$ cat src/rtl/fraction_dot_accum_if.sv
// Bundles the operand stream, multiplier link and result stream of fraction_dot_accum.
// The accumulator uses the slave view; the surrounding environment uses the master view.
interface fraction_dot_accum_if #(
  parameter int ACC_W = 10
);
  logic             In_Valid;
  logic             In_Ready;
  logic [3:0]       In_Mplier;
  logic [3:0]       In_Mcand;
  logic             In_Last;
  logic             Mul_St;
  logic [3:0]       Mul_Mplier;
  logic [3:0]       Mul_Mcand;
  logic [6:0]       Mul_Product;
  logic             Mul_Done;
  logic             Acc_Valid;
  logic             Acc_Ready;
  logic [ACC_W-1:0] Acc_Sum;
  logic [3:0]       Acc_Count;
  logic             Acc_Ovf;
  logic             Acc_Err;

  modport slave (
    input  In_Valid, In_Mplier, In_Mcand, In_Last, Mul_Product, Mul_Done, Acc_Ready,
    output In_Ready, Mul_St, Mul_Mplier, Mul_Mcand,
           Acc_Valid, Acc_Sum, Acc_Count, Acc_Ovf, Acc_Err
  );

  modport master (
    output In_Valid, In_Mplier, In_Mcand, In_Last, Mul_Product, Mul_Done, Acc_Ready,
    input  In_Ready, Mul_St, Mul_Mplier, Mul_Mcand,
           Acc_Valid, Acc_Sum, Acc_Count, Acc_Ovf, Acc_Err
  );
endinterface

$ cat src/rtl/fraction_dot_accum.sv
// Sequences signed 4-bit fraction pairs through an external multiplier and sums the
// 7-bit products into a saturating dot-product accumulator, one result per burst.
module fraction_dot_accum #(
  parameter int ACC_W       = 10,
  parameter int MAX_TERMS   = 8,
  parameter int MUL_TIMEOUT = 15,
  parameter int RST_HOLD    = 8
) (
  input logic              CLK,
  input logic              Reset,
  fraction_dot_accum_if.slave bus
);
  typedef enum logic [2:0] {HOLD, IDLE, LAUNCH, WAIT, OUT} state_t;

  localparam int HOLD_W = $clog2(RST_HOLD + 1);
  localparam int TMO_W  = $clog2(MUL_TIMEOUT + 1);

  state_t             state_q, state_d;
  logic [HOLD_W-1:0]  hold_cnt_q, hold_cnt_d;
  logic [TMO_W-1:0]   tmo_cnt_q, tmo_cnt_d;
  logic               last_q, last_d;
  logic               in_ready_q, in_ready_d;
  logic               mul_st_q, mul_st_d;
  logic [3:0]         mplier_q, mplier_d;
  logic [3:0]         mcand_q, mcand_d;
  logic               acc_valid_q, acc_valid_d;
  logic [ACC_W-1:0]   acc_sum_q, acc_sum_d;
  logic [3:0]         acc_count_q, acc_count_d;
  logic               acc_ovf_q, acc_ovf_d;
  logic               acc_err_q, acc_err_d;

  logic [ACC_W:0]     sum_wide;
  logic [ACC_W-1:0]   sum_sat;
  logic               sum_ovf;
  logic               term_done;

  // One guard bit detects signed overflow; the clamp direction follows the true sign.
  always_comb begin
    sum_wide = {acc_sum_q[ACC_W-1], acc_sum_q}
             + {{(ACC_W-6){bus.Mul_Product[6]}}, bus.Mul_Product};
    sum_ovf  = sum_wide[ACC_W] ^ sum_wide[ACC_W-1];
    if (!sum_ovf)
      sum_sat = sum_wide[ACC_W-1:0];
    else if (sum_wide[ACC_W])
      sum_sat = {1'b1, {(ACC_W-1){1'b0}}};
    else
      sum_sat = {1'b0, {(ACC_W-1){1'b1}}};
  end

  always_comb begin
    state_d     = state_q;
    hold_cnt_d  = hold_cnt_q;
    tmo_cnt_d   = tmo_cnt_q;
    last_d      = last_q;
    mplier_d    = mplier_q;
    mcand_d     = mcand_q;
    acc_sum_d   = acc_sum_q;
    acc_count_d = acc_count_q;
    acc_ovf_d   = acc_ovf_q;
    acc_err_d   = acc_err_q;
    term_done   = 1'b0;

    unique case (state_q)
      HOLD: begin
        if (hold_cnt_q == HOLD_W'(RST_HOLD - 1))
          state_d = IDLE;
        else
          hold_cnt_d = hold_cnt_q + 1'b1;
      end
      IDLE: begin
        if (bus.In_Valid && in_ready_q) begin
          mplier_d = bus.In_Mplier;
          mcand_d  = bus.In_Mcand;
          last_d   = bus.In_Last || (({1'b0, acc_count_q} + 5'd1) == 5'(MAX_TERMS));
          state_d  = LAUNCH;
        end
      end
      LAUNCH: begin
        tmo_cnt_d = '0;
        state_d   = WAIT;
      end
      WAIT: begin
        // A Done arriving on the timeout cycle still counts as a real product.
        if (bus.Mul_Done) begin
          acc_sum_d   = sum_sat;
          acc_ovf_d   = acc_ovf_q | sum_ovf;
          acc_count_d = acc_count_q + 4'd1;
          term_done   = 1'b1;
        end else if (tmo_cnt_q == TMO_W'(MUL_TIMEOUT - 1)) begin
          acc_err_d   = 1'b1;
          acc_count_d = acc_count_q + 4'd1;
          term_done   = 1'b1;
        end else begin
          tmo_cnt_d = tmo_cnt_q + 1'b1;
        end
        if (term_done)
          state_d = last_q ? OUT : IDLE;
      end
      OUT: begin
        if (bus.Acc_Ready) begin
          acc_sum_d   = '0;
          acc_count_d = '0;
          acc_ovf_d   = 1'b0;
          acc_err_d   = 1'b0;
          state_d     = IDLE;
        end
      end
      default: state_d = HOLD;
    endcase

    // Status outputs are registered copies of the state being entered.
    in_ready_d  = (state_d == IDLE);
    mul_st_d    = (state_d == LAUNCH);
    acc_valid_d = (state_d == OUT);
  end

  always_ff @(posedge CLK) begin
    if (Reset) begin
      state_q     <= HOLD;
      hold_cnt_q  <= '0;
      tmo_cnt_q   <= '0;
      last_q      <= 1'b0;
      in_ready_q  <= 1'b0;
      mul_st_q    <= 1'b0;
      mplier_q    <= '0;
      mcand_q     <= '0;
      acc_valid_q <= 1'b0;
      acc_sum_q   <= '0;
      acc_count_q <= '0;
      acc_ovf_q   <= 1'b0;
      acc_err_q   <= 1'b0;
    end else begin
      state_q     <= state_d;
      hold_cnt_q  <= hold_cnt_d;
      tmo_cnt_q   <= tmo_cnt_d;
      last_q      <= last_d;
      in_ready_q  <= in_ready_d;
      mul_st_q    <= mul_st_d;
      mplier_q    <= mplier_d;
      mcand_q     <= mcand_d;
      acc_valid_q <= acc_valid_d;
      acc_sum_q   <= acc_sum_d;
      acc_count_q <= acc_count_d;
      acc_ovf_q   <= acc_ovf_d;
      acc_err_q   <= acc_err_d;
    end
  end

  assign bus.In_Ready   = in_ready_q;
  assign bus.Mul_St     = mul_st_q;
  assign bus.Mul_Mplier = mplier_q;
  assign bus.Mul_Mcand  = mcand_q;
  assign bus.Acc_Valid  = acc_valid_q;
  assign bus.Acc_Sum    = acc_sum_q;
  assign bus.Acc_Count  = acc_count_q;
  assign bus.Acc_Ovf    = acc_ovf_q;
  assign bus.Acc_Err    = acc_err_q;
endmodule

$ cat src/flat_wrapper.sv
// flat-port wrapper written by rule: the top's interface ports become plain ports
module fraction_dot_accum_flat 
#(
  parameter int ACC_W       = 10,
  parameter int MAX_TERMS   = 8,
  parameter int MUL_TIMEOUT = 15,
  parameter int RST_HOLD    = 8
)
  (CLK, Reset, bus_In_Valid, bus_In_Mplier, bus_In_Mcand, bus_In_Last, bus_Mul_Product, bus_Mul_Done, bus_Acc_Ready, bus_In_Ready, bus_Mul_St, bus_Mul_Mplier, bus_Mul_Mcand, bus_Acc_Valid, bus_Acc_Sum, bus_Acc_Count, bus_Acc_Ovf, bus_Acc_Err);
  fraction_dot_accum_if #(.ACC_W(ACC_W)) bus_i ();
  input logic CLK;
  input logic Reset;
  input wire logic [$bits(bus_i.In_Valid)-1:0] bus_In_Valid;
  input wire logic [$bits(bus_i.In_Mplier)-1:0] bus_In_Mplier;
  input wire logic [$bits(bus_i.In_Mcand)-1:0] bus_In_Mcand;
  input wire logic [$bits(bus_i.In_Last)-1:0] bus_In_Last;
  input wire logic [$bits(bus_i.Mul_Product)-1:0] bus_Mul_Product;
  input wire logic [$bits(bus_i.Mul_Done)-1:0] bus_Mul_Done;
  input wire logic [$bits(bus_i.Acc_Ready)-1:0] bus_Acc_Ready;
  output wire logic [$bits(bus_i.In_Ready)-1:0] bus_In_Ready;
  output wire logic [$bits(bus_i.Mul_St)-1:0] bus_Mul_St;
  output wire logic [$bits(bus_i.Mul_Mplier)-1:0] bus_Mul_Mplier;
  output wire logic [$bits(bus_i.Mul_Mcand)-1:0] bus_Mul_Mcand;
  output wire logic [$bits(bus_i.Acc_Valid)-1:0] bus_Acc_Valid;
  output wire logic [$bits(bus_i.Acc_Sum)-1:0] bus_Acc_Sum;
  output wire logic [$bits(bus_i.Acc_Count)-1:0] bus_Acc_Count;
  output wire logic [$bits(bus_i.Acc_Ovf)-1:0] bus_Acc_Ovf;
  output wire logic [$bits(bus_i.Acc_Err)-1:0] bus_Acc_Err;
  assign bus_i.In_Valid = bus_In_Valid;
  assign bus_i.In_Mplier = bus_In_Mplier;
  assign bus_i.In_Mcand = bus_In_Mcand;
  assign bus_i.In_Last = bus_In_Last;
  assign bus_i.Mul_Product = bus_Mul_Product;
  assign bus_i.Mul_Done = bus_Mul_Done;
  assign bus_i.Acc_Ready = bus_Acc_Ready;
  assign bus_In_Ready = bus_i.In_Ready;
  assign bus_Mul_St = bus_i.Mul_St;
  assign bus_Mul_Mplier = bus_i.Mul_Mplier;
  assign bus_Mul_Mcand = bus_i.Mul_Mcand;
  assign bus_Acc_Valid = bus_i.Acc_Valid;
  assign bus_Acc_Sum = bus_i.Acc_Sum;
  assign bus_Acc_Count = bus_i.Acc_Count;
  assign bus_Acc_Ovf = bus_i.Acc_Ovf;
  assign bus_Acc_Err = bus_i.Acc_Err;
  fraction_dot_accum #(.ACC_W(ACC_W), .MAX_TERMS(MAX_TERMS), .MUL_TIMEOUT(MUL_TIMEOUT), .RST_HOLD(RST_HOLD)) u_core (.CLK(CLK), .Reset(Reset), .bus(bus_i));
endmodule
$ cat config.mk
export PLATFORM = sky130hd
export DESIGN_NAME = fraction_dot_accum_flat
export DESIGN_NICKNAME = d
export VERILOG_FILES = /design/src/rtl/fraction_dot_accum_if.sv /design/src/rtl/fraction_dot_accum.sv /design/src/flat_wrapper.sv
export SDC_FILE = /design/constraint.sdc
export NUM_CORES = 1
export LEC_CHECK = 0
export ABC_AREA = 0
export CAP_MARGIN = 5
export CORE_MARGIN = 1.5
export CORE_UTILIZATION = 40
export CTS_BUF_LIST = sky130_fd_sc_hd__clkbuf_4
export DETAILED_ROUTE_END_ITERATION = 6
export GPL_TIMING_DRIVEN = 0
export PLACE_DENSITY = 0.68
export SYNTH_ARGS = -nofsm -noshare
export SYNTH_HDL_FRONTEND = slang
export SYNTH_SLANG_ARGS = --single-unit
$ cat constraint.sdc
create_clock -name CLK -period 2.2 [get_ports CLK]
set_input_delay 0.44 -clock CLK [delete_from_list [all_inputs] [get_ports CLK]]
set_output_delay 0.44 -clock CLK [all_outputs]
set_load 0.03 [all_outputs]
==> impl_metrics.csv, run 1 <==
group,metric,value,unit
placed_design,dp.cells,367,
power_and_ir_drop,seq_power_share,58.5,%
yosys,yosysUniqueCellTypes,59,
timing,worst_pin_slew,0.6343,ns
drt,vias,2041,
timing,finalSetupViolCount,0,
global_routing,grt_pass1_vias,1941,
outcome,outcome,"complete, no violations",
power_and_ir_drop,p_clk_share,31.2,%
clock_tree,root_buffer,"clkbuf_4",
floorplan,num_rows,27,
clock_tree,htree_levels,2,
timing,skew,0.01419,ns
setup_path,crit_path_end_kind,"register",
floorplan,die_x,78.02,um
clock_tree,cts-buffers-inserted,5,
clock_tree,cts_tree,"built",
run,cap_violations,0,
timing,final_max_slew_viol_count,0,
drt,drt.antenna.violating_nets,0,
global_routing,antenna_found_initial,0,
power_and_ir_drop,power.density,394.8,nW/um2
yosys,ys_seq_area_share,34.69,%
global_routing,track_usage,18.35,%
timing,rsz0062_at_grt,"yes",
yosys,postSynthCellCount,249,
yosys,async_reset_ff_share,0,%
timing,post-route-period-util,99.74,%
power_and_ir_drop,leakage,1.154,nW
setup_path,r2r-start,"u_core.bus.Acc_Sum[0]",
clock_tree,clk_latency,0.36,ns
layout,diodes,0,
floorplan,start_util,41.13,%
layout,drive_gt1_share,18.99,%
clock_tree,clockBufferDepth,2,
setup_path,startpoint,"bus_Mul_Product[5]",
placed_design,dpl_worst_slack,-0.6641,ns
placed_design,numPortBuffers,46,
yosys,avgSynthCellArea,9.040,um2
drt,drc_errors,0,
timing,period_minus_slack,2.194,ns
layout,nets,351,
worst_hold_path,min_path_type,"reg2reg",
worst_hold_path,hold_depth,2,
floorplan,ios,48,
drt,finalWirelength,5328,um
timing,hold_violations,0,
power_and_ir_drop,p_int,0.9009,mW
yosys,synthFlopType,"dfxtp_1",
drt,drtPass1Iterations,4,
clock_tree,cts_hold_buf,0,
setup_path,cp.required,2.46,ns
power_and_ir_drop,p_sw_share,26.51,%
global_routing,overflow,0,
timing,setup_slack,0.005686,ns
power_and_ir_drop,irDropWorstVdd,0.0003259,V
floorplan,core,5473,um2
power_and_ir_drop,power,1.226,mW
power_and_ir_drop,power_frac_comb,10.3,%
timing,slew_headroom,57.71,%
yosys,synth_area,2251,um2
setup_path,arrival,2.45,ns
setup_path,critPathLaunchType,"input port",
setup_path,path_class,"in2reg",
setup_path,r2r_cells,11,
setup_path,worstPathMaxFanout,6,
timing,fmax,455.7,MHz
layout,syn2layout_area_growth,37.97,%
drt,wl_per_cell,13.73,um
clock_tree,path_clk_slew,0.11,ns
timing,hold_slack,0.4762,ns
placed_design,place.gp.congestion,0.8080,
drt,drtIter0Drc,49,
clock_tree,cts.sinks,39,
global_routing,grt_max_degree,14,
power_and_ir_drop,power.switching,0.3250,mW
worst_hold_path,min_from,"u_core.bus.Acc_Ovf",
yosys,synth-edff-count,0,
placed_design,hpwl,3737,um
yosys,yosys_warnings,0,
layout,fin_util,56.74,%
drt,via_per_inst,5.260,
yosys,synth_nets,285,
global_routing,grt_pass1_wl,8756,um
yosys,synth-seq-cells,39,
layout,instances_no_fill,388,
floorplan,chipHeight,78.02,um
floorplan,fp.dieArea,6086,um2
==> logic make-up after synthesis <==
family                     Yosys count  synth area share (%)
AOI/OAI and AO/OA                   55                 20.68
xor gates and xnor gates            12                 4.669
adders and majority gates           15                 8.672
buffers and inverters               16                 3.224
DFF                                 39                 34.69
muxes                               10                 4.503
and+or+nand+nor                    102                 23.57
==> stage by stage <==
step	setup TNS [ns]	area, um2
2_1_floorplan	0	2253
6_report	0	3105
5_1_grt	-0.7946	3105
3_3_place_gp	-6.049	2804
4_1_cts	-0.05433	3085
3_5_place_dp	-6.482	2804
==> state kept, by name, indices dropped and copies added (netlist names), 3 cells and up <==
register	flops
u_core.bus.Acc_Count	4
u_core.state_q	3
u_core.bus.Acc_Sum	10
u_core.tmo_cnt_q	4
u_core.bus.Mul_Mplier	4
u_core.hold_cnt_q	4
u_core.bus.Mul_Mcand	4
==> Yosys cell counts (5+ instances only) <==
cell     number  area, um2
a21oi_1      14      70.07
nor3_1        9      45.04
a31oi_1       5      31.28
nor2_1       36      135.1
inv_1         8      30.03
nand3_1       5      25.02
dfxtp_1      39      780.8
nand2_1      20      75.07
xor2_1        8      70.07
o31ai_1       5      37.54
ha_1         14      175.2
mux2i_1       9      90.09
==> cell type report <==
cell class | count | area [um2]
fillers | 505 | 2367
multi-input cells | 194 | 1508
flip-flops and latches | 39 | 783.3
repair buffers | 59 | 594.3
well taps | 72 | 90.09
plain buffers | 8 | 42.54
clock buffers | 5 | 37.54
inverters | 8 | 30.03
clock inverters | 3 | 20.02
==> worst max-delay path, cell delays in order <==
cell and delay (ns):
clkdlybuf4s50_1 0.45, ha_4 0.33, and4_2 0.25, o311a_1 0.23, nor4b_4 0.07, nand2_2 0.08, o311ai_4 0.09, buf_6 0.15
buf_12 0.13, a221oi_2 0.23
==> layout by cell type, fill, tap and decap left out, types with 5 or more instances in the layout <==
cell,Yosys,final
inv_1,8,7
clkbuf_4,0,5
ha_1,14,8
nor3_1,9,8
buf_4,1,10
nand2_1,20,19
dfxtp_1,39,37
mux2i_1,9,9
a31oi_1,5,5
a21oi_1,14,13
ha_4,0,5
o31ai_1,5,5
xor2_1,8,8
clkdlybuf4s50_1,0,42
nor2_1,36,36
==> power groups by stage <==
| stage | combinational, mW | clock (mW) | sequential, mW |
|---|---|---|---|
| 5_1_grt | 0.139 | 0.435 | 0.719 |
| 3_3_place_gp | 0.112 | 0 | 0.733 |
| 6_report | 0.126 | 0.382 | 0.718 |
| 3_5_place_dp | 0.113 | 0 | 0.733 |
| 2_1_floorplan | 0.0609 | 0 | 0.733 |
| 4_1_cts | 0.124 | 0.399 | 0.718 |
==> repair_timing <==
| action | 4_1_cts | 5_1_grt |
|---|---|---|
| pin swaps | 9 | 7 |
| endpoints found under the setup margin | 10 | 10 |
| gates cloned | 1 | 0 |
| endpoints found under the hold margin | 0 | 0 |
| setup buffers | 12 | 0 |
| gates resized for setup | 23 | 4 |
==> final timing paths <==
kind                           endpoint  slack [ns]
setup / recovery  u_core.bus.Acc_Sum[1]       0.006
hold / removal       u_core.bus.Acc_Ovf        0.48
setup reg to reg  u_core.bus.Acc_Sum[1]       0.006
hold reg to reg      u_core.bus.Acc_Ovf        0.48
==> per-layer routing <==
layer | track usage [%] | part of all wire [%] | wire, um | up-vias
met5 | 0 | 0 | 0 | -
met4 | 7.321 | 1.7 | 91 | 0
met3 | 4.419 | 4.9 | 261 | 9
met2 | 31.74 | 50 | 2638 | 45
met1 | 21.80 | 44 | 2336 | 951
li1 | - | - | - | 1036
(Power assumes the default switching activity.)
==> run 2, diff against run 1 <==
- clock period: 2.2 -> 2 ns (I/O delays scaled with it)
==> run 2 against run 1 <==
Compared with the run above:
- the flow now finishes with violations (negative setup slack)
- die area stayed put
- power is 9.9% higher
- clock power is 11% higher
- global-route usage is 0.43 points lower
- critical path depth stayed put
- count of clock-buffer cells in the layout stayed put
- setup slack worse by 0.17 ns
- routed wire length is 0.98% lower
- sequential cell count stayed put
- sequential power is 9.7% higher
- non-clock buffer count is 6 lower
- sequential share of layout area is 0.48 points higher
- critical path type is now reg2reg
- critical endpoint unchanged
- largest power group unchanged
==> impl_metrics.csv, run 2 (synthesis gave the netlist of run 1 again) <==
group,metric,value,unit
outcome,outcome,"finished, violations left",
outcome,failed_checks,"negative setup slack",
power_and_ir_drop,power.density,437.1,nW/um2
global_routing,track_usage,17.92,%
global_routing,grt_pass1_wl,8818,um
floorplan,core,5473,um2
drt,drtPass1Iterations,4,
timing,fin_tns_setup,-1.206,ns
global_routing,grt_max_degree,15,
timing,final_max_slew_viol_count,0,
layout,multiInputGateArea,1525,um2
setup_path,crit_path_end_kind,"register",
timing,rsz0062_at_grt,"yes",
floorplan,start_util,41.13,%
layout,nets,345,
timing,fmax,462.1,MHz
run,cap_violations,0,
layout,diodes,0,
setup_path,arrival,2.38,ns
global_routing,antenna_found_initial,0,
drt,vias,2012,
setup_path,critPathLaunchType,"register",
drt,finalWirelength,5276,um
layout,num-fill-cells,507,
floorplan,num_rows,27,
drt,drt.antenna.violating_nets,0,
timing,worst_pin_slew,0.5680,ns
clock_tree,clk_latency,0.36,ns
placed_design,place.gp.congestion,0.8318,
setup_path,path_class,"reg2reg",
floorplan,die_x,78.02,um
worst_hold_path,min_path_type,"in2reg",
clock_tree,cts_hold_buf,0,
clock_tree,cts.sinks,39,
setup_path,worstPathMaxFanout,4,
timing,post-route-period-util,108.2,%
layout,fin_util,56.31,%
global_routing,grt_pass1_vias,1923,
layout,drive_gt1_share,20.00,%
placed_design,hpwl,3800,um
floorplan,chipHeight,78.02,um
timing,slew_headroom,62.13,%
timing,finalSetupViolCount,10,
clock_tree,root_buffer,"clkbuf_4",
clock_tree,clockBufferDepth,2,
setup_path,cp.required,2.22,ns
timing,period_minus_slack,2.164,ns
clock_tree,cts-buffers-inserted,5,
layout,largest_reg_flops,10,
clock_tree,cts_tree,"built",
layout,syn2layout_area_growth,36.91,%
floorplan,ios,48,
clock_tree,htree_levels,2,
layout,final_common_cell,"clkdlybuf4s50_1",
timing,hold_violations,0,
power_and_ir_drop,irDropWorstVdd,0.0003464,V
timing,setup_slack,-0.1640,ns
global_routing,overflow,0,
floorplan,fp.dieArea,6086,um2
drt,drc_errors,0,
drt,wl_per_cell,13.81,um
placed_design,numPortBuffers,46,
power_and_ir_drop,leakage,1.147,nW
clock_tree,path_clk_slew,0.13,ns
drt,via_per_inst,5.267,
timing,skew,0.01019,ns
layout,regArea,792.0,um2
drt,drtIter0Drc,144,
layout,layout_common_cells,"clkdlybuf4s50_1, nor2_1, dfxtp_1",
[run 2: report_power, final]
| part | leakage, nW | switching [mW] | internal, mW | total [mW] |
|---|---|---|---|---|
| combinational | 0.792 | 0.0657 | 0.0695 | 0.135 |
| clock | 0.0357 | 0.282 | 0.142 | 0.424 |
| sequential | 0.319 | 0.00572 | 0.782 | 0.788 |
[run 2: repair_timing]
action | CTS | global route
gates resized for setup | 12 | 8
endpoints found under the setup margin | 11 | 13
setup buffers | 5 | 1
gates cloned | 0 | 1
pin swaps | 10 | 6
[run 2: worst paths after layout]
| path | from | to | slack, ns | cells past startpoint |
|---|---|---|---|---|
| setup / recovery | u_core.bus.Acc_Sum[0] | u_core.bus.Acc_Sum[1] | -0.16 | 10 |
| hold reg to reg | u_core.bus.Acc_Ovf | u_core.bus.Acc_Ovf | 0.47 | 2 |
| setup reg to reg | u_core.bus.Acc_Sum[0] | u_core.bus.Acc_Sum[1] | -0.16 | 10 |
| hold / removal | Reset | u_core.state_q[0] | 0.44 | 2 |
[run 2: routing by layer]
layer  wire length [um]  GRT usage [%]  up-vias
li1                   -              -     1023
met1               2426          22.18      918
met2               2419          29.48       64
met3                363          5.349        7
met4                 66          6.429        0
met5                  0              0        -
[run 2: layout make-up]
cell class	instances	area share, %
multi-input combinational	194	49.49
sequential	39	25.70
timing repair buffer	53	17.54
tap	72	2.923
buffer	8	1.380
clock buffer	5	1.218
inverter	8	0.9744
clock inverter	3	0.7714
[run 2: stage by stage]
| stage | hold WS, ns | cells | cell area [um2] | total power [mW] | setup WS, ns |
|---|---|---|---|---|---|
| finish | 0.4406 | 382 | 3082 | 1.347 | -0.1640 |
| detailed placement | 0.4567 | 367 | 2834 | 0.9312 | -0.7034 |
| CTS | 0.4414 | 380 | 2997 | 1.358 | -0.1109 |
| floorplan | 0.4627 | 249 | 2283 | 0.8721 | -0.03416 |
| global route | 0.4810 | 382 | 3082 | 1.424 | -0.2387 |
| global placement | 0.4536 | 367 | 2834 | 0.9291 | -0.6937 |
[run 2: critical path: stages (launching register included)]
cell and delay (ns):
dfxtp_4 0.37, ha_4 0.16, inv_2 0.05, fa_2 0.23, nor2b_4 0.06, o311a_4 0.37, nor4b_4 0.30, nand2_2 0.11
o311ai_4 0.11, clkbuf_16 0.22, a221oi_2 0.05
==> run 3, diff against run 2 <==
- CORE_UTILIZATION: 40 -> 48
- PLACE_DENSITY: 0.68 -> 0.79
==> run 3 against run 2 <==
Compared with the run above:
- the run ends with design-rule violations, negative setup slack left
- final area about the same
- die area fell by 16%
- power grew 9.2%
- routed wire length grew 0.68%
- maximum frequency increased by 2.7%
- sequential share of layout area barely moved
- clock skew grew 0.0060 ns
- sequential power hardly changed
- critical endpoint is now u_core.bus.Acc_Sum[2]
- largest power group unchanged
- highest routed layer unchanged
==> impl_metrics.csv, run 3 (synthesis gave the netlist of run 1 again) <==
group,metric,value,unit
global_routing,grt_pass1_vias,2024,
timing,post-route-period-util,105.3,%
floorplan,core,4444,um2
power_and_ir_drop,irDropWorstVdd,0.0004823,V
timing,worst_pin_slew,0.6127,ns
clock_tree,cts-buffers-inserted,5,
setup_path,crit_path_end_kind,"register",
layout,layout_common_cells,"clkdlybuf4s50_1, nor2_1, dfxtp_1",
worst_hold_path,hold_depth,2,
setup_path,rr_endpoint,"u_core.bus.Acc_Sum[2]",
setup_path,r2r-start,"u_core.bus.Acc_Sum[0]",
floorplan,fp.dieArea,5109,um2
power_and_ir_drop,power.density,477.5,nW/um2
timing,finalSetupViolCount,9,
layout,diodes,0,
drt,drc_errors,2,
setup_path,path_cells,"ha_4 > inv_2 > fa_2 > nor2b_4 > o311a_1 > nor4b_2 > nand2_1 > o311ai_4 > buf_12 > o31ai_1",
floorplan,num_rows,24,
power_and_ir_drop,p_int,1.116,mW
placed_design,hpwl,3780,um
setup_path,path_buf_inv,2,
layout,nets,351,
placed_design,place.gp.congestion,0.8599,
drt,finalWirelength,5312,um
timing,rsz0062_at_grt,"yes",
drt,drt.antenna.violating_nets,0,
timing,fmax,474.6,MHz
power_and_ir_drop,p_sw_share,24.13,%
floorplan,start_util,50.65,%
clock_tree,cts.sinks,39,
drt,wl_per_cell,14.43,um
placed_design,dpl_worst_slack,-0.7521,ns
timing,hold_slack,0.4638,ns
timing,skew,0.01614,ns
drt,drtIter0Drc,95,
timing,period_minus_slack,2.107,ns
global_routing,grt_pass1_wl,8687,um
power_and_ir_drop,power.switching,0.3549,mW
setup_path,critPathTopFamily,"simple AND/OR/NAND/NOR gates",
clock_tree,clockBufferDepth,2,
global_routing,track_usage,21.08,%
timing,hold_violations,0,
layout,largest_reg_flops,10,
floorplan,die_x,71.48,um
timing,setup_slack,-0.1069,ns
timing,final_max_slew_viol_count,0,
placed_design,numPortBuffers,46,
setup_path,arrival,2.33,ns
setup_path,path_class,"reg2reg",
clock_tree,clk_latency,0.35,ns
power_and_ir_drop,seq_power_share,53.6,%
drt,via_per_inst,5.611,
power_and_ir_drop,leakage,1.187,nW
global_routing,antenna_found_initial,0,
clock_tree,cts_tree,"built",
worst_hold_path,min_from,"Reset",
layout,drive_gt1_share,21.20,%
setup_path,critPathLaunchType,"register",
setup_path,worstPathMaxFanout,9,
layout,syn2layout_area_growth,36.85,%
setup_path,r2r_cells,10,
floorplan,chipHeight,71.48,um
clock_tree,path_clk_slew,0.13,ns
outcome,failed_checks,"design-rule violations, negative setup slack",
floorplan,ios,48,
outcome,outcome,"finished, violations left",
timing,slew_headroom,59.15,%
clock_tree,htree_levels,2,
clock_tree,root_buffer,"clkbuf_4",
drt,drtPass1Iterations,6,
setup_path,reg2reg_slack,-0.11,ns
global_routing,grt_max_degree,14,
global_routing,overflow,0,
worst_hold_path,whs_endpoint,"u_core.state_q[0]",
setup_path,cp_slowest_cell,"dfxtp_4",
worst_hold_path,min_path_type,"in2reg",
setup_path,slowest_delay,0.38,ns
power_and_ir_drop,p_clk_share,37.2,%
run,cap_violations,0,
clock_tree,cts_hold_buf,0,
layout,final_common_cell,"clkdlybuf4s50_1",
layout,fin_util,69.31,%
power_and_ir_drop,power_frac_comb,9.3,%
setup_path,cp.required,2.23,ns
drt,vias,2065,
==> run 3: cell types whose count changed in the layout (fill, tap and decap cells not counted), sizes merged <==
cell / previous run / this run
inv: 9 / 8
dlygate4sd2: 4 / 3
bufinv: 0 / 1
clkdlybuf4s15: 0 / 1
dlymetal6s2s: 1 / 2
buf: 10 / 17
clkbuf: 10 / 9
clkdlybuf4s50: 41 / 40
==> run 3: per-stage QoR <==
stage          setup TNS [ns]  cells  power [mW]  area [um2]
5_1_grt                -1.573    368       1.518        3080
6_report              -0.8964    368       1.471        3080
3_5_place_dp           -7.615    347      0.9307        2809
4_1_cts               -0.8943    362       1.479        3007
3_3_place_gp           -7.389    347      0.9273        2809
2_1_floorplan         -0.1920    249      0.8721        2283
==> run 3: power by group through the flow <==
stage | clock network, mW | registers (mW) | logic [mW]
6_report | 0.547 | 0.788 | 0.136
5_1_grt | 0.581 | 0.789 | 0.148
4_1_cts | 0.560 | 0.788 | 0.132
3_5_place_dp | 0 | 0.805 | 0.126
3_3_place_gp | 0 | 0.805 | 0.123
2_1_floorplan | 0 | 0.804 | 0.0678
==> run 3: final cells by class <==
class | count | area, um2
clock inverter | 3 | 43.79
sequential | 39 | 792.0
buffer | 8 | 42.54
clock buffer | 5 | 37.54
tap | 52 | 65.06
inverter | 8 | 30.03
multi-input combinational | 194 | 1498
fill | 361 | 1364
timing repair buffer | 59 | 571.8
==> run 3: what timing repair did <==
item	4_1_cts	5_1_grt
endpoints found under the setup margin	11	13
pin swaps	8	9
gates cloned	0	0
gates resized for setup	12	7
setup buffers	7	7
==> run 3: metal layers <==
metal / wire [um] / vias to the layer above / global-route usage (%) / part of all wire (%)
met1: 2191 / 961 / 24.01 / 41
met5: 0 / - / 0 / 0
met2: 2747 / 65 / 38.84 / 52
met4: 44 / 0 / 6.080 / 0.83
li1: - / 1033 / - / -
met3: 328 / 6 / 5.345 / 6.2
==> run 3: how the worst max path moves through the flow <==
stage                                     start               endpoint  slack, ns  cells after the start
final                     u_core.bus.Acc_Sum[0]  u_core.bus.Acc_Sum[2]      -0.11                     10
after global routing      u_core.bus.Acc_Sum[0]  u_core.bus.Acc_Sum[2]      -0.18                     10
after CTS                 u_core.bus.Acc_Sum[0]  u_core.bus.Acc_Sum[8]      -0.11                     10
after detailed placement     bus_Mul_Product[6]  u_core.bus.Acc_Sum[8]      -0.75                      9
after global placement       bus_Mul_Product[6]  u_core.bus.Acc_Sum[8]      -0.73                      9
after floorplan           u_core.bus.Acc_Sum[0]  u_core.bus.Acc_Sum[0]      -0.03                     10
